[src/rtl/multi_timer.sv]
// N-channel interval timer: per-channel programmable period, periodic or one-shot
// mode, start/stop control, registered tick pulse plus busy/done status.
module multi_timer #(
  parameter int unsigned NUM_CH         = 3,
  parameter int unsigned WIDTH          = 20,
  parameter int unsigned DEFAULT_PERIOD = 1000
) (
  input  logic                                              i_clk,
  input  logic                                              i_rst,
  input  logic [NUM_CH-1:0]                                 i_start,
  input  logic [NUM_CH-1:0]                                 i_stop,
  input  logic [NUM_CH-1:0]                                 i_oneshot,
  input  logic                                              i_wr,
  input  logic [((NUM_CH > 1) ? $clog2(NUM_CH) : 1)-1:0]    i_wr_ch,
  input  logic [WIDTH-1:0]                                  i_wr_period,
  output logic [NUM_CH-1:0]                                 o_tick,
  output logic [NUM_CH-1:0]                                 o_busy,
  output logic [NUM_CH-1:0]                                 o_done
);

  localparam int unsigned CH_W = (NUM_CH > 1) ? $clog2(NUM_CH) : 1;

  typedef enum logic [1:0] {
    ST_IDLE = 2'd0,
    ST_RUN  = 2'd1,
    ST_DONE = 2'd2
  } state_e;

  state_e           state_q   [NUM_CH];
  state_e           state_d   [NUM_CH];
  logic [WIDTH-1:0] cnt_q     [NUM_CH];
  logic [WIDTH-1:0] cnt_d     [NUM_CH];
  logic [WIDTH-1:0] period_q  [NUM_CH];
  logic [WIDTH-1:0] period_d  [NUM_CH];
  logic [WIDTH-1:0] pending_q [NUM_CH];
  logic [WIDTH-1:0] pending_d [NUM_CH];
  logic [NUM_CH-1:0] mode_q, mode_d;
  logic [NUM_CH-1:0] tick_q, tick_d;
  logic [NUM_CH-1:0] busy_q, busy_d;
  logic [NUM_CH-1:0] done_q, done_d;

  logic [WIDTH-1:0]  eff_c [NUM_CH];
  logic [NUM_CH-1:0] term_c;
  logic [NUM_CH-1:0] wr_hit_c;

  // Effective period (0 behaves as 1), terminal-count and write-select decode.
  always_comb begin
    for (int c = 0; c < NUM_CH; c++) begin
      eff_c[c]    = (period_q[c] == '0) ? WIDTH'(1) : period_q[c];
      term_c[c]   = (cnt_q[c] == (eff_c[c] - WIDTH'(1)));
      wr_hit_c[c] = i_wr && (i_wr_ch == CH_W'(c));
    end
  end

  // Per-channel next state: stop beats start beats counting.
  always_comb begin
    state_d   = state_q;
    cnt_d     = cnt_q;
    period_d  = period_q;
    pending_d = pending_q;
    mode_d    = mode_q;
    tick_d    = '0;
    busy_d    = busy_q;
    done_d    = done_q;
    for (int c = 0; c < NUM_CH; c++) begin
      if (wr_hit_c[c]) begin
        pending_d[c] = i_wr_period;
      end
      if (i_stop[c]) begin
        state_d[c] = ST_IDLE;
        cnt_d[c]   = '0;
        busy_d[c]  = 1'b0;
        done_d[c]  = 1'b0;
      end else if (i_start[c]) begin
        state_d[c]  = ST_RUN;
        cnt_d[c]    = '0;
        mode_d[c]   = i_oneshot[c];
        period_d[c] = pending_d[c];
        busy_d[c]   = 1'b1;
        done_d[c]   = 1'b0;
      end else if (state_q[c] == ST_RUN) begin
        if (term_c[c]) begin
          tick_d[c] = 1'b1;
          cnt_d[c]  = '0;
          if (mode_q[c]) begin
            state_d[c] = ST_DONE;
            busy_d[c]  = 1'b0;
            done_d[c]  = 1'b1;
          end else begin
            period_d[c] = pending_d[c];
          end
        end else begin
          cnt_d[c] = cnt_q[c] + WIDTH'(1);
        end
      end
    end
  end

  always_ff @(posedge i_clk) begin
    if (i_rst) begin
      for (int c = 0; c < NUM_CH; c++) begin
        state_q[c]   <= ST_IDLE;
        cnt_q[c]     <= '0;
        period_q[c]  <= WIDTH'(DEFAULT_PERIOD);
        pending_q[c] <= WIDTH'(DEFAULT_PERIOD);
      end
      mode_q <= '0;
      tick_q <= '0;
      busy_q <= '0;
      done_q <= '0;
    end else begin
      state_q   <= state_d;
      cnt_q     <= cnt_d;
      period_q  <= period_d;
      pending_q <= pending_d;
      mode_q    <= mode_d;
      tick_q    <= tick_d;
      busy_q    <= busy_d;
      done_q    <= done_d;
    end
  end

  assign o_tick = tick_q;
  assign o_busy = busy_q;
  assign o_done = done_q;

endmodule

[config.mk]
export PLATFORM = sky130hd
export DESIGN_NAME = multi_timer
export DESIGN_NICKNAME = d
export VERILOG_FILES = /design/src/rtl/multi_timer.sv
export SDC_FILE = /design/constraint.sdc
export NUM_CORES = 1
export LEC_CHECK = 0
export ABC_AREA = 1
export ABC_CLOCK_PERIOD_IN_PS = 2800
export CAP_MARGIN = 10
export CORE_MARGIN = 1.5
export CORE_UTILIZATION = 25
export CTS_BUF_LIST = sky130_fd_sc_hd__clkbuf_8
export DETAILED_ROUTE_END_ITERATION = 16
export PLACE_DENSITY = 0.38
export SYNTH_ARGS = -nofsm -noshare
export SYNTH_HDL_FRONTEND = slang
export SYNTH_SLANG_ARGS = --single-unit
[constraint.sdc]
create_clock -name i_clk -period 2.8 [get_ports i_clk]
set_input_delay 0.42 -clock i_clk [delete_from_list [all_inputs] [get_ports i_clk]]
set_output_delay 0.42 -clock i_clk [all_outputs]
set_load 0.005 [all_outputs]
# Word level (Yosys, flattened, before mapping)
# Cells that the tools add are included.
# op_classes
n_addsub	6
eq_ne	11
muxes	48
bitwise	6
reduce_logical	37
# ops
op	count
two-way mux 20 bit	21
adder 20 x 1 -> 20 bit, second input constant	3
== test 20 bit	3
logical NOT 20 bit	3
subtractor 20 x 1 -> 20 bit, second input constant	3
two-way mux 1 bit	27
AND reduction 3 bit	6
nonzero test 2 bit	9
AND reduction 4 bit	3
OR reduction 4 bit	3
OR reduction 3 bit	3
== test 2 x 1 -> 1 bit, second input constant	4
!= test 2 bit, second input constant	3
inverter 1 bit	6
AND reduction 2 bit	3
OR reduction 2 bit	3
logical AND 1 bit	3
== test 2 bit, second input constant	1
logical NOT 2 bit	1
# totals
ff_bits	195
inputBits	34

# Depth between registers and ports, before layout
# Gate-level depths: netlist (run 1).
# depth
depth_word	7
ltp_mapped	22
mapped_depth_nobuf	21

# Least setup slack after synthesis (run 1)
# Ideal clock, no wire load.
# synth_path
path_kind	register -> register
from	register period_q[26] (netlist bit)
to	register period_q[20] (netlist bit)
t_arrival_ps	2574
required_ps	2690
path_slack_ps	116
path_stages_with_launch	22
path_buffers	1
synth_period_minus_slack_ps	2684
path_cell_list	dfxtp_1 nor2_1 nand2_1 nor2_1 nand3_4 nand2_2 inv_2 ha_1 nand2_1 nor2_4 xor2_1 or2_2 and2_1 nand2_1 nor2_1 nand4_1 nand2_1 nand3_2 buf_6 nand2_1 inv_1 nor2_1
# synth_between
elab_chain_cells	6
# synth_lines
element	line	source
start, declared	33	logic [WIDTH-1:0] period_q [NUM_CH];
start signal, assigned by index	104	period_q[c] <= WIDTH'(DEFAULT_PERIOD);
start signal, assigned	114	period_q <= period_d;
logical NOT 20 bit	49	eff_c[c] = (period_q[c] == '0) ? WIDTH'(1) : period_q[c];
two-way mux 20 bit *	49	
subtractor 20 x 1 -> 20 bit *	50	term_c[c] = (cnt_q[c] == (eff_c[c] - WIDTH'(1)));
== test 20 bit *	50	
nonzero test 2 bit (no source line) *	n/a	
AND reduction 4 bit (no source line) *	n/a	
# Mark *: on every way between the ends. The rest lies on a longest branch, timed or not.
# A chain may end at the register's enable or synchronous reset.

# Worst setup path after layout (run 1)
# layout_path
from	register period_q[28] (netlist bit)
to	register period_q[24] (netlist bit)
# Same word-level chain as after synthesis.

==> results of run 1 <==
-- critical path, cell delays in order (launching register included) --
cell and delay, ns:
dfxtp_2 0.35, nor2_4 0.13, nand2_2 0.08, nor2_4 0.13, nand3_4 0.10, nand2_4 0.08
inv_4 0.04, ha_4 0.17, nand2_4 0.11, xor2_2 0.19, or2_4 0.16, nand2_4 0.05
a21oi_2 0.12, nand3_2 0.08, nor2_2 0.12, nand4_1 0.16, nand2_2 0.17, nand3_4 0.15
clkbuf_16 0.21, nand2_2 0.05, inv_1 0.04, nor2_1 0.10
-- path summary, 6_finish.rpt --
path	end	depth (start not counted)	slack [ns]	startpoint
max	period_q[24]	21	-0.09	period_q[28]
max reg2reg	period_q[24]	21	-0.09	period_q[28]
min	o_busy[2]	3	0.25	i_rst
min reg2reg	o_busy[1]	2	0.49	o_busy[1]
-- power by group --
part | switching (uW) | internal (uW)
Clock | 1180 | 731
Sequential | 54.1 | 2830
Combinational | 745 | 583
Total | 1970 | 4150
-- routing by layer --
metal,track usage [%],up-vias
met3,2.490,29
met2,26.79,125
met1,23.75,5123
met4,5.342,0
li1,-,5734
met5,0,-
-- sequential cells by signal, indices dropped and copies added (netlist names) --
register / cells
state_q: 1
cnt_q: 60
mode_q: 3
pending_q: 60
o_tick: 3
o_busy: 3
period_q: 60
o_done: 2
-- cell usage in the layout, fill, tap and decap left out, types with 22 or more instances in the layout --
cell type        instances
or2_2                   22
nor2_4                  28
dfxtp_2                 43
nand2_4                 27
nand2_1                259
nand3_1                 82
nand2_2                 49
buf_4                  191
a21oi_1                 52
nor2_1                 241
nor2_2                  54
nand3_2                 38
clkdlybuf4s50_1         41
xor2_1                  65
xnor2_1                 30
dfxtp_1                148
inv_1                  225
nand4_1                 72
o21ai_0                 44
-- stage by stage --
stage / worst slack [ns] / setup TNS [ns]
after floorplan: 0.1164 / 0
after global placement: -0.5230 / -16.09
after detailed placement: -0.5207 / -16.52
after CTS: -0.1101 / -1.259
after global routing: -0.2937 / -17.39
final: -0.08956 / -1.879
-- cells by family (layout without fill, tap and decap cells) --
logic type | after synthesis | after routing | share of synthesized area [%]
buffers and inverters | 302 | 557 | 10.94
AO/OA/AOI/OAI | 132 | 132 | 6.606
flip-flops | 192 | 192 | 34.75
XOR/XNOR | 110 | 110 | 8.778
adder cells (fa/ha/maj) | 6 | 6 | 0.6787
AND/OR/NAND/NOR | 935 | 935 | 38.25
-- timing repair --
action,in CTS,in global routing
endpoints found under the setup margin,119,125
gates cloned,4,10
resized for setup,109,243
pin swaps,47,111
setup buffers,39,21
-- final cells by class --
class | instances | area (um^2) | share of cell area [%]
inverters | 250 | 945.9 | 6.061
repair buffers | 275 | 2576 | 16.51
flip-flops and latches | 192 | 3901 | 25.00
clock buffers | 17 | 234.0 | 1.499
multi-input cells | 1183 | 7059 | 45.23
clock inverters | 15 | 157.7 | 1.010
well taps | 585 | 732.0 | 4.690
==> flow_summary_export.csv, run 1 <==
group,metric,value,unit
cells_and_area,fill_cells,4709,
synth,yosys-top-cells-count,"nand2_1, nor2_1, inv_1",
synth,async_flop_share,0,%
sta,final.setup.worst_slack,-0.08956,ns
cells_and_area,instances_no_fill,2517,
clocking,clock_sinks,192,
floorplan,start_util,25.51,%
synth,synth_edf_count,0,
synth,synthMostInstantiatedCell,"nand2_1",
detailed_routing,wl_met1,19160,um
synth,synth_cells,1677,
cells_and_area,drive_above_1_share,31.26,%
floorplan,die_w,213.3,um
global_routing,grt_usage,16.97,%
cells_and_area,antenna_cells,0,
floorplan,die_y,213.3,um
sta,rsz0062_at_grt,"true",
sta,period_minus_slack,2.890,ns
status,violations,"negative setup slack",
global_routing,grt-ovfl-total,0,
clocking,cts_buffer_depth,2,
hold_path,hp-class,"in2reg",
synth,ys.flop_type,"dfxtp_1",
power,power.leakage,0.006972,uW
placement,port_buffers,42,
critical_path,required,3.25,ns
power,total_power,6120,uW
synth,synth_top_cell_by_area,"dfxtp_1",
synth,yosys_warnings,0,
floorplan,dieArea,45510,um^2
placement,dp_hpwl,28070,um
cells_and_area,finalInstanceArea,15610,um^2
floorplan,coreArea,43360,um^2
critical_path,crit_type,"reg2reg",
job,max-cap-violations,0,
clocking,cts_max_level,4,
global_routing,grt_pass1_vias,10700,
clocking,cts-root-buf,"clkbuf_8",
cells_and_area,syn_to_final_growth,41.10,%
critical_path,path_max_fanout,5,
sta,hold_slack,0.2503,ns
sta,worstMarginPinSlew,0.6286,ns
synth,ys_ff_latch,192,
global_routing,grt_pass1_wl,59020,um
global_routing,grt_antenna_before_repair,2,
sta,skew,0.02203,ns
placement,post_dp_cell_area,13300,um^2
detailed_routing,drt_pass1_iterations,4,
synth,netlist_area,11060,um^2
cells_and_area,utilization,35.99,%
synth,synthesis.nets,1717,
detailed_routing,top_layer,"met4",
detailed_routing,drt_iter0_drc,600,
synth,ys_seq_area_share,34.75,%
synth,synth.area.top_cells,"dfxtp_1, nand2_1, nor2_1",
synth,synth_top_area_share,34.75,%
floorplan,num_rows,76,
power,power_density,392.1,nW/um^2
detailed_routing,routedWlPerCell,15.11,um
clocking,clkLatencyLatePin,0.53,ns
sta,fmax,346.1,MHz
detailed_routing,vias_per_cell,4.375,
critical_path,cp.arrival,3.34,ns
synth,avgSynthCellArea,6.595,um^2
synth,ys_types,46,
global_routing,grt_max_degree,51,
placement,dp_cells,2419,
detailed_routing,met2_length,17160,um
clocking,clk_pin_slew_worst_paths,0.12,ns
critical_path,end_kind,"flop",
critical_path,start_kind,"flop",
floorplan,ios,43,
sta,setup_viol,45,
cells_and_area,final_nets,1959,
power,ir_drop,305.0,uV
detailed_routing,postRouteAntennaNets,0,
clocking,cts_tree,"done",
sta,drv_slew,0,
detailed_routing,wl_met3,1123,um
placement,gp_congestion,0.8696,
detailed_routing,drcViolationCount,0,
sta,period_share,103.2,%
sta,hold_violations,0,
clocking,holdBufCountCts,0,
clocking,cts_buffers,17,
sta,relSlewSlack,58.09,%
detailed_routing,drt-total-wl,38030,um
detailed_routing,via_count,11010,
status,status,"finished with violations",
Power figures use the tool's default switching activity.
==> run 2, diff against run 1 <==
Settings changed: CORE_MARGIN 1.5 to 8, GPL_ROUTABILITY_DRIVEN set to 0.
==> run 2 against run 1 <==
Effect of this change:
- the flow still finishes with violations (negative setup slack)
- register-to-register slack worse by 0.07 ns
- fmax down 2.4%
- worst hold slack worse by 0.097 ns
- utilization down 0.55 points
- sequential power about the same
- die area up 13%
- cell area down 0.22%
- sequential cell count unchanged
- total power up 3.3%
==> flow_summary_export.csv, run 2 (synthesis results as in run 1) <==
group,metric,value,unit
status,status,"finished with violations",
status,violations,"negative setup slack",
detailed_routing,postRouteAntennaNets,0,
detailed_routing,routedWlPerCell,15.12,um
cells_and_area,finalInstanceArea,15570,um^2
power,power_density,405.8,nW/um^2
critical_path,cp.arrival,3.47,ns
job,max-cap-violations,0,
cells_and_area,antenna_cells,0,
clocking,cts_tree,"done",
detailed_routing,drt_pass1_iterations,4,
clocking,cts_buffer_depth,2,
sta,relSlewSlack,59.85,%
sta,period_minus_slack,2.962,ns
global_routing,grt_max_degree,51,
sta,final.setup.worst_slack,-0.1619,ns
critical_path,end_kind,"flop",
global_routing,grt_usage,15.02,%
power,ir_drop,262.5,uV
sta,worstMarginPinSlew,0.6022,ns
clocking,clk_pin_slew_worst_paths,0.12,ns
sta,drv_slew,0,
detailed_routing,drt_iter0_drc,545,
global_routing,grt_pass1_vias,10860,
global_routing,grt-ovfl-total,0,
floorplan,coreArea,43930,um^2
detailed_routing,drt-total-wl,38130,um
global_routing,met1_usage,19.51,%
sta,rsz0062_at_grt,"true",
critical_path,path_max_fanout,5,
clocking,cts_buffers,17,
placement,port_buffers,42,
critical_path,crit_type,"reg2reg",
clocking,clkLatencyLatePin,0.58,ns
sta,hold_violations,0,
critical_path,required,3.31,ns
detailed_routing,via_count,10970,
floorplan,die_w,226.3,um
cells_and_area,layout_commonest_cell,"nand2_1",
critical_path,start_kind,"flop",
global_routing,grt_antenna_before_repair,0,
detailed_routing,vias_per_cell,4.353,
power,power.leakage,0.006875,uW
cells_and_area,top_regs,"cnt_q (60), pending_q (60), period_q (60)",
clocking,cts-root-buf,"clkbuf_8",
sta,setup_viol,33,
sta,skew,0.03026,ns
placement,dp_hpwl,28080,um
cells_and_area,final_cell_mix,"nand2_1, nor2_1, inv_1, buf_4, dfxtp_1",
floorplan,die_y,226.3,um
floorplan,start_util,25.18,%
sta,period_share,105.8,%
global_routing,use_met3,3.389,%
global_routing,grt.busiest_layer,"met2",
power,total_power,6319,uW
hold_path,hp-class,"in2reg",
global_routing,grt_use_met2,24.80,%
clocking,holdBufCountCts,0,
floorplan,dieArea,51230,um^2
floorplan,ios,43,
cells_and_area,drive_above_1_share,29.96,%
detailed_routing,drcViolationCount,0,
cells_and_area,final_nets,1956,
sta,fmax,337.6,MHz
clocking,clock_sinks,192,
cells_and_area,syn_to_final_growth,40.78,%
placement,post_dp_cell_area,13280,um^2
clocking,cts_max_level,4,
global_routing,grt_pass1_wl,59510,um
floorplan,num_rows,77,
placement,dp_slack,-0.4050,ns
-- run 2: path summary, 6_finish.rpt --
| check | startpoint | slack (ns) | to | depth (start not counted) |
|---|---|---|---|---|
| worst max-delay path | period_q[32] | -0.16 | period_q[24] | 22 |
| worst max register to register | period_q[32] | -0.16 | period_q[24] | 22 |
| worst min-delay path | i_rst | 0.15 | o_busy[2] | 3 |
| worst min register to register | o_done[1] | 0.49 | o_done[1] | 2 |
-- run 2: final cells by class --
type | instances | area (um^2)
Clock buffer | 17 | 234.0
Clock inverter | 15 | 206.4
Sequential cell | 192 | 3892
Tap cell | 592 | 740.7
Fill cell | 4805 | 28360
Multi-Input combinational cell | 1183 | 7023
Timing Repair Buffer | 272 | 2531
Inverter | 250 | 943.4
-- run 2: critical path, cell delays in order (launching register included) --
cell and delay [ns]:
dfxtp_2 0.37, nor2_4 0.05, nand2_2 0.08, nor2_4 0.05, nand3_4 0.07, nand2_2 0.06
inv_2 0.08, ha_4 0.19, nand2_8 0.08, nor2_4 0.24, nand2_4 0.10, nor3_4 0.14
xor2_1 0.16, nand3_1 0.09, nor2_1 0.15, nand4_1 0.17, nand2_2 0.14, buf_6 0.11
nand3_4 0.15, clkbuf_16 0.22, nand2_2 0.05, inv_1 0.03, nor2_1 0.10
-- run 2: per-layer routing --
layer | vias to the layer above | part of all wire (%)
met3 | 36 | 2.9
met4 | 0 | 1.5
met2 | 105 | 47
met5 | - | 0
met1 | 5098 | 48
li1 | 5734 | -
-- run 2: per-stage QoR --
step / instances / TNS, ns / hold slack [ns] / util (%)
finish: 2521 / -2.717 / 0.1533 / 35.44
global placement: 2423 / -19.88 / 0.4645 / 30.22
CTS: 2503 / -2.479 / 0.09367 / 33.49
detailed placement: 2423 / -21.39 / 0.4719 / 30.22
floorplan: 1677 / 0 / 0.4460 / -
global route: 2521 / -14.02 / 0.1345 / 35.44
-- run 2: where the power goes --
| group | leakage, uW | switching (uW) | internal [uW] |
|---|---|---|---|
| combinational | 0.00509 | 753 | 606 |
| sequential | 0.00157 | 53.8 | 2830 |
| clock | 0.000216 | 1300 | 779 |
-- run 2: what timing repair did --
action	in CTS	in global routing
setup buffers	47	13
pin swaps	60	80
resized for setup	157	174
gates cloned	6	9
endpoints found under the setup margin	125	124
